### src/rtl/xtea_stream_adapter.sv
// Stream bridge for a 128-bit XTEA core: packs four 32-bit words into a block, launches the core and streams the result out.
// Optional core-wait watchdog is enabled by defining XTEA_ADAPTER_TIMEOUT_EN.
module xtea_stream_adapter #(
  parameter int WORD_SIZE = 128,
  parameter int BUS_WIDTH = 32,
  parameter int TIMEOUT   = 255
) (
  input  logic                 clock,
  input  logic                 reset,
  input  logic                 in_valid,
  output logic                 in_ready,
  input  logic [BUS_WIDTH-1:0] in_data,
  input  logic                 key_we,
  input  logic [1:0]           key_addr,
  input  logic [BUS_WIDTH-1:0] key_data,
  output logic                 key_locked,
  output logic [WORD_SIZE-1:0] core_data_in,
  output logic [WORD_SIZE-1:0] core_key,
  output logic                 core_start,
  input  logic                 core_ready,
  input  logic [WORD_SIZE-1:0] core_data_out,
  output logic                 out_valid,
  input  logic                 out_ready,
  output logic [BUS_WIDTH-1:0] out_data,
  output logic                 out_last,
  output logic                 timeout_err
);

  localparam int NW = WORD_SIZE / BUS_WIDTH;

  typedef enum logic [1:0] {IDLE, START, WAIT, DRAIN} state_t;

  state_t                       state_reg;
  logic [1:0]                   beat_reg;
  logic [1:0]                   out_idx_reg;
  logic [1:0]                   out_idx_next;
  logic [NW-1:0][BUS_WIDTH-1:0] block_reg;
  logic [NW-1:0][BUS_WIDTH-1:0] key_reg;
  logic [NW-1:0][BUS_WIDTH-1:0] result_reg;

  // Word 0 on the bus is the most significant slot, hence the inverted index.
  assign in_ready     = (state_reg == IDLE);
  assign key_locked   = (state_reg != IDLE);
  assign core_data_in = block_reg;
  assign core_key     = key_reg;
  assign out_idx_next = out_idx_reg + 2'd1;

`ifdef XTEA_ADAPTER_TIMEOUT_EN
  localparam logic [7:0] WD_LAST = 8'(TIMEOUT - 1);
  logic [7:0] wd_reg;
`else
  logic unused_timeout;
  assign unused_timeout = ^8'(TIMEOUT);
  assign timeout_err    = 1'b0;
`endif

  always_ff @(posedge clock or negedge reset) begin
    if (!reset) begin
      key_reg <= '0;
    end else if (key_we && state_reg == IDLE) begin
      key_reg[~key_addr] <= key_data;
    end
  end

  always_ff @(posedge clock or negedge reset) begin
    if (!reset) begin
      state_reg   <= IDLE;
      beat_reg    <= 2'd0;
      out_idx_reg <= 2'd0;
      block_reg   <= '0;
      result_reg  <= '0;
      core_start  <= 1'b0;
      out_valid   <= 1'b0;
      out_data    <= '0;
      out_last    <= 1'b0;
`ifdef XTEA_ADAPTER_TIMEOUT_EN
      wd_reg      <= 8'd0;
      timeout_err <= 1'b0;
`endif
    end else begin
      core_start <= 1'b0;
      case (state_reg)
        IDLE: begin
          if (in_valid) begin
            block_reg[~beat_reg] <= in_data;
            beat_reg             <= beat_reg + 2'd1;
            if (beat_reg == 2'd3) begin
              state_reg  <= START;
              core_start <= 1'b1;
            end
          end
        end
        START: begin
          state_reg <= WAIT;
`ifdef XTEA_ADAPTER_TIMEOUT_EN
          wd_reg    <= 8'd0;
`endif
        end
        WAIT: begin
          if (core_ready) begin
            result_reg  <= core_data_out;
            out_data    <= core_data_out[WORD_SIZE-1 -: BUS_WIDTH];
            out_valid   <= 1'b1;
            out_last    <= 1'b0;
            out_idx_reg <= 2'd0;
            state_reg   <= DRAIN;
          end
`ifdef XTEA_ADAPTER_TIMEOUT_EN
          else if (wd_reg == WD_LAST) begin
            // Core never answered: abandon the block and flag it until reset.
            timeout_err <= 1'b1;
            block_reg   <= '0;
            state_reg   <= IDLE;
          end else begin
            wd_reg <= wd_reg + 8'd1;
          end
`endif
        end
        DRAIN: begin
          if (out_ready) begin
            if (out_idx_reg == 2'd3) begin
              out_valid <= 1'b0;
              out_last  <= 1'b0;
              state_reg <= IDLE;
            end else begin
              out_idx_reg <= out_idx_next;
              out_data    <= result_reg[~out_idx_next];
              out_last    <= (out_idx_next == 2'd3);
            end
          end
        end
        default: state_reg <= IDLE;
      endcase
    end
  end

endmodule

### config.mk
export PLATFORM = sky130hd
export DESIGN_NAME = xtea_stream_adapter
export DESIGN_NICKNAME = d
export VERILOG_FILES = /design/src/rtl/xtea_stream_adapter.sv
export SDC_FILE = /design/constraint.sdc
export NUM_CORES = 1
export LEC_CHECK = 0
export ABC_AREA = 1
export BUFFER_PORTS_ARGS = -buffer_cell sky130_fd_sc_hd__buf_2
export CAP_MARGIN = 15
export CORE_ASPECT_RATIO = 0.7
export CORE_UTILIZATION = 25
export CTS_CLUSTER_SIZE = 10
export DETAILED_ROUTE_END_ITERATION = 10
export PLACE_DENSITY = 0.51
export SLEW_MARGIN = 25
export SYNTH_ARGS = -nofsm -noshare
export SYNTH_HDL_FRONTEND = slang
export SYNTH_SLANG_ARGS = --single-unit
### constraint.sdc
create_clock -name clock -period 2.43 [get_ports clock]
set_input_delay 0.486 -clock clock [delete_from_list [all_inputs] [get_ports clock]]
set_output_delay 0.486 -clock clock [all_outputs]
set_load 0.01 [all_outputs]
==> reports/qor.yml, run 1 <==
outcome:
  result_of_the_run: "finished, final reports clean"
synth:
  yosysSeqAreaShare_pct: 60.3
  netlist_top_cells_count: "534 x nand2_1, 425 x dfrtp_1, 231 x o21ai_0, 101 x nor2_1, 100 x mux2_4"
  synthCells: 1721
  mappedNetlistNets: 1931
  synth_edf_count: 0
  synth-seq-cells: 425
  synth_async_sr_flop_share_pct: 100
  synth.most_common_cell: "nand2_1"
  synthDominantCellAreaShare_pct: 60.3
  yosys_most_used_dff: "dfrtp_1"
  synth.largest_area_cell: "dfrtp_1"
  post_synth.cell_area_avg_um2: 10.3
  netlist-cell-type-count: 26
  synth.area.top_cells: "dfrtp_1 60%, nand2_1 11%, mux2_4 8.5%"
  post_synthesis_instance_area_mm2: 0.0176
  yosysWarnings: 0
clocking:
  cts_tree: "built"
  clock_latency_late_sink_ns: 0.58
  cts-hold-fix-buffers: 1
  htree_num_levels: 2
  clockBufferDepth: 3
  register_clock_pin_slew_on_the_reported_worst_setup_and_hold_paths_ns: 0.06
  number_of_buffers_inserted_during_clock_tree_synthesis: 50
  root_buffer: "clkbuf_16"
  cts.repair_timing.setup_buffer_count: 0
  cts-resized-gates: 0
  numClockSinks: 425
floorplan:
  floorplan.die_area_mm2: 0.0717
  fp.dieW_um: 320
  design.portCount: 494
  fp.coreArea_mm2: 0.0698
  rows: 81
  die_y_um: 224
  start_util_pct: 25.3
sta:
  grt_setup_unrepaired: "false"
  fin_worst_hold_slack_ns: 0.115
  maxSlewHeadroom_pct: 41.4
  worst_slew_pin_slew_ns: 0.879
  min_period_over_period_pct: 88.3
  report.final.slew_viol_count: 0
  report.final.setup_viol: 0
  fin_worst_skew_ns: 0.0164
  least_setup_slack_across_all_paths_after_layout_ns: 0.284
  timing.final.hold_violations: 0
  setup_total_negative_slack_ns: 0
  finalCriticalPeriod_ns: 2.15
  max_clock_freq_mhz: 466
global_route:
  antenna_found_initial: 5
  wire_length_of_the_first_global_routing_pass_mm: 82.4
  maximum_number_of_pins_on_one_net_before_global_route_repair: 90
  global_route.overflow_total: 0
  first_global_vias: 13501
  grtUsageTotal_pct: 14.7
placement:
  place.port_buffers: 492
  globalplace.congestion: 0.815
  estimated_wirelength_of_the_detail_placed_design_mm: 37.2
  dp_slack_ns: 0.274
  placedCellCount: 3065
run:
  max_cap_viol_count: 0
routing:
  remaining_drc_errors: 0
  routed_wire_length_per_instance_um: 17.1
  dr_total_vias: 13635
  initial_drt_markers: 881
  post_drt_via_cell_ratio: 4.35
  drt.antenna.violating_nets: 0
  wl_mm: 53.6
  drt-pass1-iter-count: 5
pwr:
  irDropWorstVdd_mv: 0.548
  power_switching_share_pct: 36.3
  power.density_mw_per_mm2: 1380
  power.sequential.fraction_pct: 40.0
  netSwitchingPower_mw: 11.3
  internal_power_mw: 19.8
  leakage_nw: 11.9
  combinationalPowerShare_pct: 37.6
  share_clk_of_total_power_pct: 22.5
worst_setup_path:
  cp_data_required_time_ns: 2.84
  critPathMaxFanout: 64
  setup.worst_path.class: "register to register"
  start_kind: "register"
  critical_path_data_arrival_time_ns: 2.56
  critPathCaptureType: "register"
cells_and_area:
  layout-area-overhead-vs-synth_pct: 28.2
  final_cell_count_no_fill: 3133
  finish.net_count: 2415
  post_route_cells_drive_above_1_share_pct: 33.0
worst_hold_path:
  timing.hold.worst.class: "primary input to register"
## cell usage in the layout (no fill, tap or decap), drive strengths merged, types with 2 or more instances in the layout
| cell type | instances |
|---|---|
| nand2 | 541 |
| buf | 530 |
| dfrtp | 425 |
| o21ai | 232 |
| mux2 | 128 |
| nor2 | 103 |
| inv | 82 |
| nand3 | 66 |
| clkbuf | 62 |
| a21oi | 32 |
| ha | 10 |
| diode | 2 |
| bufinv | 2 |
## layout make-up
type | instances | area, um^2
antenna | 2 | 5.00
inverter | 82 | 308
timing repair buffer | 531 | 2980
fill | 7190 | 47200
tap | 913 | 1140
clock inverter | 3 | 67.6
multi-input combinational | 1115 | 6090
clock buffer | 62 | 1390
sequential | 425 | 10600
## power by group through the flow
| stage | Sequential [mW] | Combinational, mW | Clock [mW] |
|---|---|---|---|
| CTS | 12.4 | 11.9 | 7.29 |
| detailed placement | 12.5 | 11.8 | 0 |
| floorplan | 13.3 | 6.23 | 0 |
| global route | 12.9 | 13.0 | 7.53 |
| finish | 12.4 | 11.7 | 7.00 |
| global placement | 12.4 | 11.6 | 0 |
## critical path: stages, from the launching register on
cell and delay (ns):
dfrtp_1 0.41, inv_1 0.10, ha_1 0.28, nand2_1 0.32
inv_2 0.12, nand3_4 0.07, buf_4 0.47, o21ai_0 0.16
## through the flow
step	utilization, %	instance area [um^2]	power, mW
5_1_grt	32.4	22600	33.4
3_5_place_dp	30.3	21100	24.3
2_1_floorplan	-	17600	19.5
6_report	32.4	22600	31.1
4_1_cts	32.4	22600	31.6
3_3_place_gp	30.3	21100	24.0
## worst paths after layout
path | startpoint | end | slack [ns] | cells after the start
worst max-delay path | state_reg[0]$_DFFE_PN0P_ | core_key[77]$_DFFE_PN0P_ | 0.28 | 7
min in group asynchronous | reset | core_key[39]$_DFFE_PN0P_ | 0.44 | 2
worst max register to register | state_reg[0]$_DFFE_PN0P_ | core_key[77]$_DFFE_PN0P_ | 0.28 | 7
max in group asynchronous | reset | core_data_in[50]$_DFFE_PN0P_ | 1.09 | 3
worst min-delay path | core_data_out[29] | result_reg[29]$_DFFE_PN0P_ | 0.11 | 2
worst min register to register | out_data[26]$_DFFE_PN0P_ | out_data[26]$_DFFE_PN0P_ | 0.47 | 2
## cell families after synthesis
kind of cell | Yosys count | synth area share (%)
and+or+nand+nor | 710 | 15.8
DFF | 425 | 60.3
AOI/OAI and AO/OA | 265 | 7.53
buffers and inverters | 181 | 5.32
muxes | 128 | 10.3
adders and majority gates | 10 | 0.709
other | 1 | 0.0213
xor gates and xnor gates | 1 | 0.0496
## layer usage
metal | up-vias | GRT usage, % | share of wire, % | wire length (um)
met2 | 369 | 22.5 | 45 | 24100
met5 | - | 0 | 0.054 | 29
met4 | 6 | 4.61 | 2.4 | 1290
met1 | 6657 | 20.8 | 47 | 25500
met3 | 88 | 2.97 | 5.1 | 2750
li1 | 6515 | - | - | -
Power figures use the tool's default switching activity.
==> run 2: changes to the inputs <==
Settings changed: PLACE_DENSITY 0.51 to not set, PLACE_DENSITY_LB_ADDON set to 0.05.
==> reports/qor.yml, run 2 (same netlist as run 1, synthesis figures left out) <==
floorplan:
  fp.coreArea_mm2: 0.0698  # unchanged
  fp.dieW_um: 320  # unchanged
  floorplan.die_area_mm2: 0.0717  # unchanged
  rows: 81  # unchanged
  die_y_um: 224  # unchanged
  start_util_pct: 25.3  # unchanged
  design.portCount: 494  # unchanged
pwr:
  power.density_mw_per_mm2: 1370  # -0.25%
  power.total_mw: 31.1  # about the same
  irDropWorstVdd_mv: 0.533  # -2.7%
  leakage_nw: 11.9  # +0.22%
worst_hold_path:
  timing.hold.worst.class: "primary input to register"
clocking:
  numClockSinks: 425  # unchanged
  clock_latency_late_sink_ns: 0.59  # about the same
  number_of_buffers_inserted_during_clock_tree_synthesis: 50  # unchanged
  clockBufferDepth: 3  # unchanged
  htree_num_levels: 2  # unchanged
  register_clock_pin_slew_on_the_reported_worst_setup_and_hold_paths_ns: 0.05  # about the same
  cts-resized-gates: 0  # unchanged
  cts_tree: "built"
  root_buffer: "clkbuf_16"
sta:
  grt_setup_unrepaired: "false"
  setup_total_negative_slack_ns: 0  # unchanged
  least_setup_slack_across_all_paths_after_layout_ns: 0.240  # -0.0440 ns
  finalCriticalPeriod_ns: 2.19  # +0.0440 ns
  timing.final.hold_violations: 0  # unchanged
  fin_worst_skew_ns: 0.00965  # -0.00676 ns
  report.final.setup_viol: 0  # unchanged
  report.final.slew_viol_count: 0  # unchanged
  maxSlewHeadroom_pct: 41.4  # about the same
  min_period_over_period_pct: 90.1  # +1.8 points
  worst_slew_pin_slew_ns: 0.879  # +0.000496 ns
  max_clock_freq_mhz: 457  # -2.0%
outcome:
  result_of_the_run: "finished, final reports clean"
placement:
  globalplace.congestion: 0.755  # -7.3%
  postPlaceCellArea_mm2: 0.0212  # +0.44%
  estimated_wirelength_of_the_detail_placed_design_mm: 40.4  # +8.4%
  place.port_buffers: 492  # unchanged
  dp_slack_ns: 0.493  # +0.219 ns
global_route:
  first_global_vias: 13750  # +1.8%
  global_route.overflow_total: 0  # unchanged
  antenna_found_initial: 7  # +2
  maximum_number_of_pins_on_one_net_before_global_route_repair: 66  # -27%
  grtUsageTotal_pct: 16.2  # +1.5 points
  wire_length_of_the_first_global_routing_pass_mm: 88.9  # +8.0%
routing:
  routed_wire_length_per_instance_um: 18.5  # +7.9%
  drt-pass1-iter-count: 4  # -1
  post_drt_via_cell_ratio: 4.23  # -2.8%
  wl_mm: 58.1  # +8.4%
  remaining_drc_errors: 0  # unchanged
  initial_drt_markers: 695  # -21%
  dr_total_vias: 13300  # -2.5%
  drt.antenna.violating_nets: 0  # unchanged
cells_and_area:
  post-route-cell-area_mm2: 0.0227  # +0.22%
  final.fill_count: 7295  # +1.5%
  final-seq-area_mm2: 0.0106  # unchanged
  layout_common_cells: "534 x nand2_1, 491 x buf_2, 424 x dfrtp_1"
  multiInputGateArea_mm2: 0.00609  # unchanged
  mostFrequentLayoutCell: "nand2_1"
  finish.net_count: 2424  # +0.37%
  post_route_cells_drive_above_1_share_pct: 33.2  # +0.20 points
  layout-area-overhead-vs-synth_pct: 28.5
worst_setup_path:
  critPathMaxFanout: 4  # -94%
  worst_r2r_path_depth: 5  # -2
  capture_instance_of_the_worst_register_to_register_path: "result_reg[106]$_DFFE_PN0P_"
  worst_r2r_startpoint: "state_reg[0]$_DFFE_PN0P_"
  cp-startpoint: "state_reg[0]$_DFFE_PN0P_"
  r2r_slack_ns: 0.49  # +0.21 ns
  start_kind: "register"
  setup.worst_path.class: "register to primary output"
  cp-endpoint: "key_locked"
  cp_data_required_time_ns: 1.94  # -0.90 ns
  critPathCaptureType: "primary output"
  critical_path_data_arrival_time_ns: 1.70  # -0.86 ns
run:
  max_cap_viol_count: 0  # unchanged
-- run 2: power breakdown --
group	switching, mW	total [mW]	internal (mW)
registers	1.88	12.4	10.5
clock network	2.96	6.88	3.92
logic	6.66	11.9	5.19
total	11.5	31.1	19.6
-- run 2: stage by stage --
| stage | std cells | util (%) | hold WS [ns] |
|---|---|---|---|
| after global placement | 3074 | 30.4 | 0.462 |
| after global routing | 3145 | 32.5 | 0.0681 |
| after CTS | 3142 | 32.5 | 0.0582 |
| after floorplan | 1721 | - | 0.190 |
| final | 3145 | 32.5 | 0.112 |
| after detailed placement | 3074 | 30.4 | 0.466 |
-- run 2: worst min-delay path by stage --
stage                                       to  depth (start not counted)                      from  slack, ns
finish              result_reg[30]$_DFFE_PN0P_                          2         core_data_out[30]       0.11
global route        result_reg[30]$_DFFE_PN0P_                          2         core_data_out[30]       0.07
CTS                 result_reg[30]$_DFFE_PN0P_                          2         core_data_out[30]       0.06
detailed placement    out_data[22]$_DFFE_PN0P_                          2  out_data[22]$_DFFE_PN0P_       0.47
global placement      core_key[99]$_DFFE_PN0P_                          2  core_key[99]$_DFFE_PN0P_       0.46
floorplan              beat_reg[0]$_DFFE_PN0P_                          0                     reset       0.19
-- run 2: worst max-delay path, stage by stage (launching register included) --
cell and delay, ns:
dfrtp_1 0.39, inv_1 0.08, ha_1 0.23, buf_4 0.17, inv_1 0.09, buf_2 0.16
-- run 2: timing repair --
action                                 4_1_cts  5_1_grt
hold buffers                                 1        0
buffers inserted                             0        0
endpoints found under the hold margin       43        0
setup endpoints to repair                    0        0
-- run 2: cell type report --
cell class	instances	share of cell area, %
Sequential cell	425	46.9
Timing Repair Buffer	540	13.6
Antenna cell	3	0.0331
Clock buffer	62	5.90
Clock inverter	5	0.331
Tap cell	913	5.04
Multi-Input combinational cell	1115	26.9
Inverter	82	1.36
-- run 2: metal layers --
metal / up-vias / routed length (um) / GRT usage (%)
met3: 88 / 3560 / 4.39
met5: - / 43 / 0
li1: 6504 / - / -
met2: 303 / 26500 / 25.2
met4: 6 / 1350 / 4.76
met1: 6399 / 26600 / 21.9
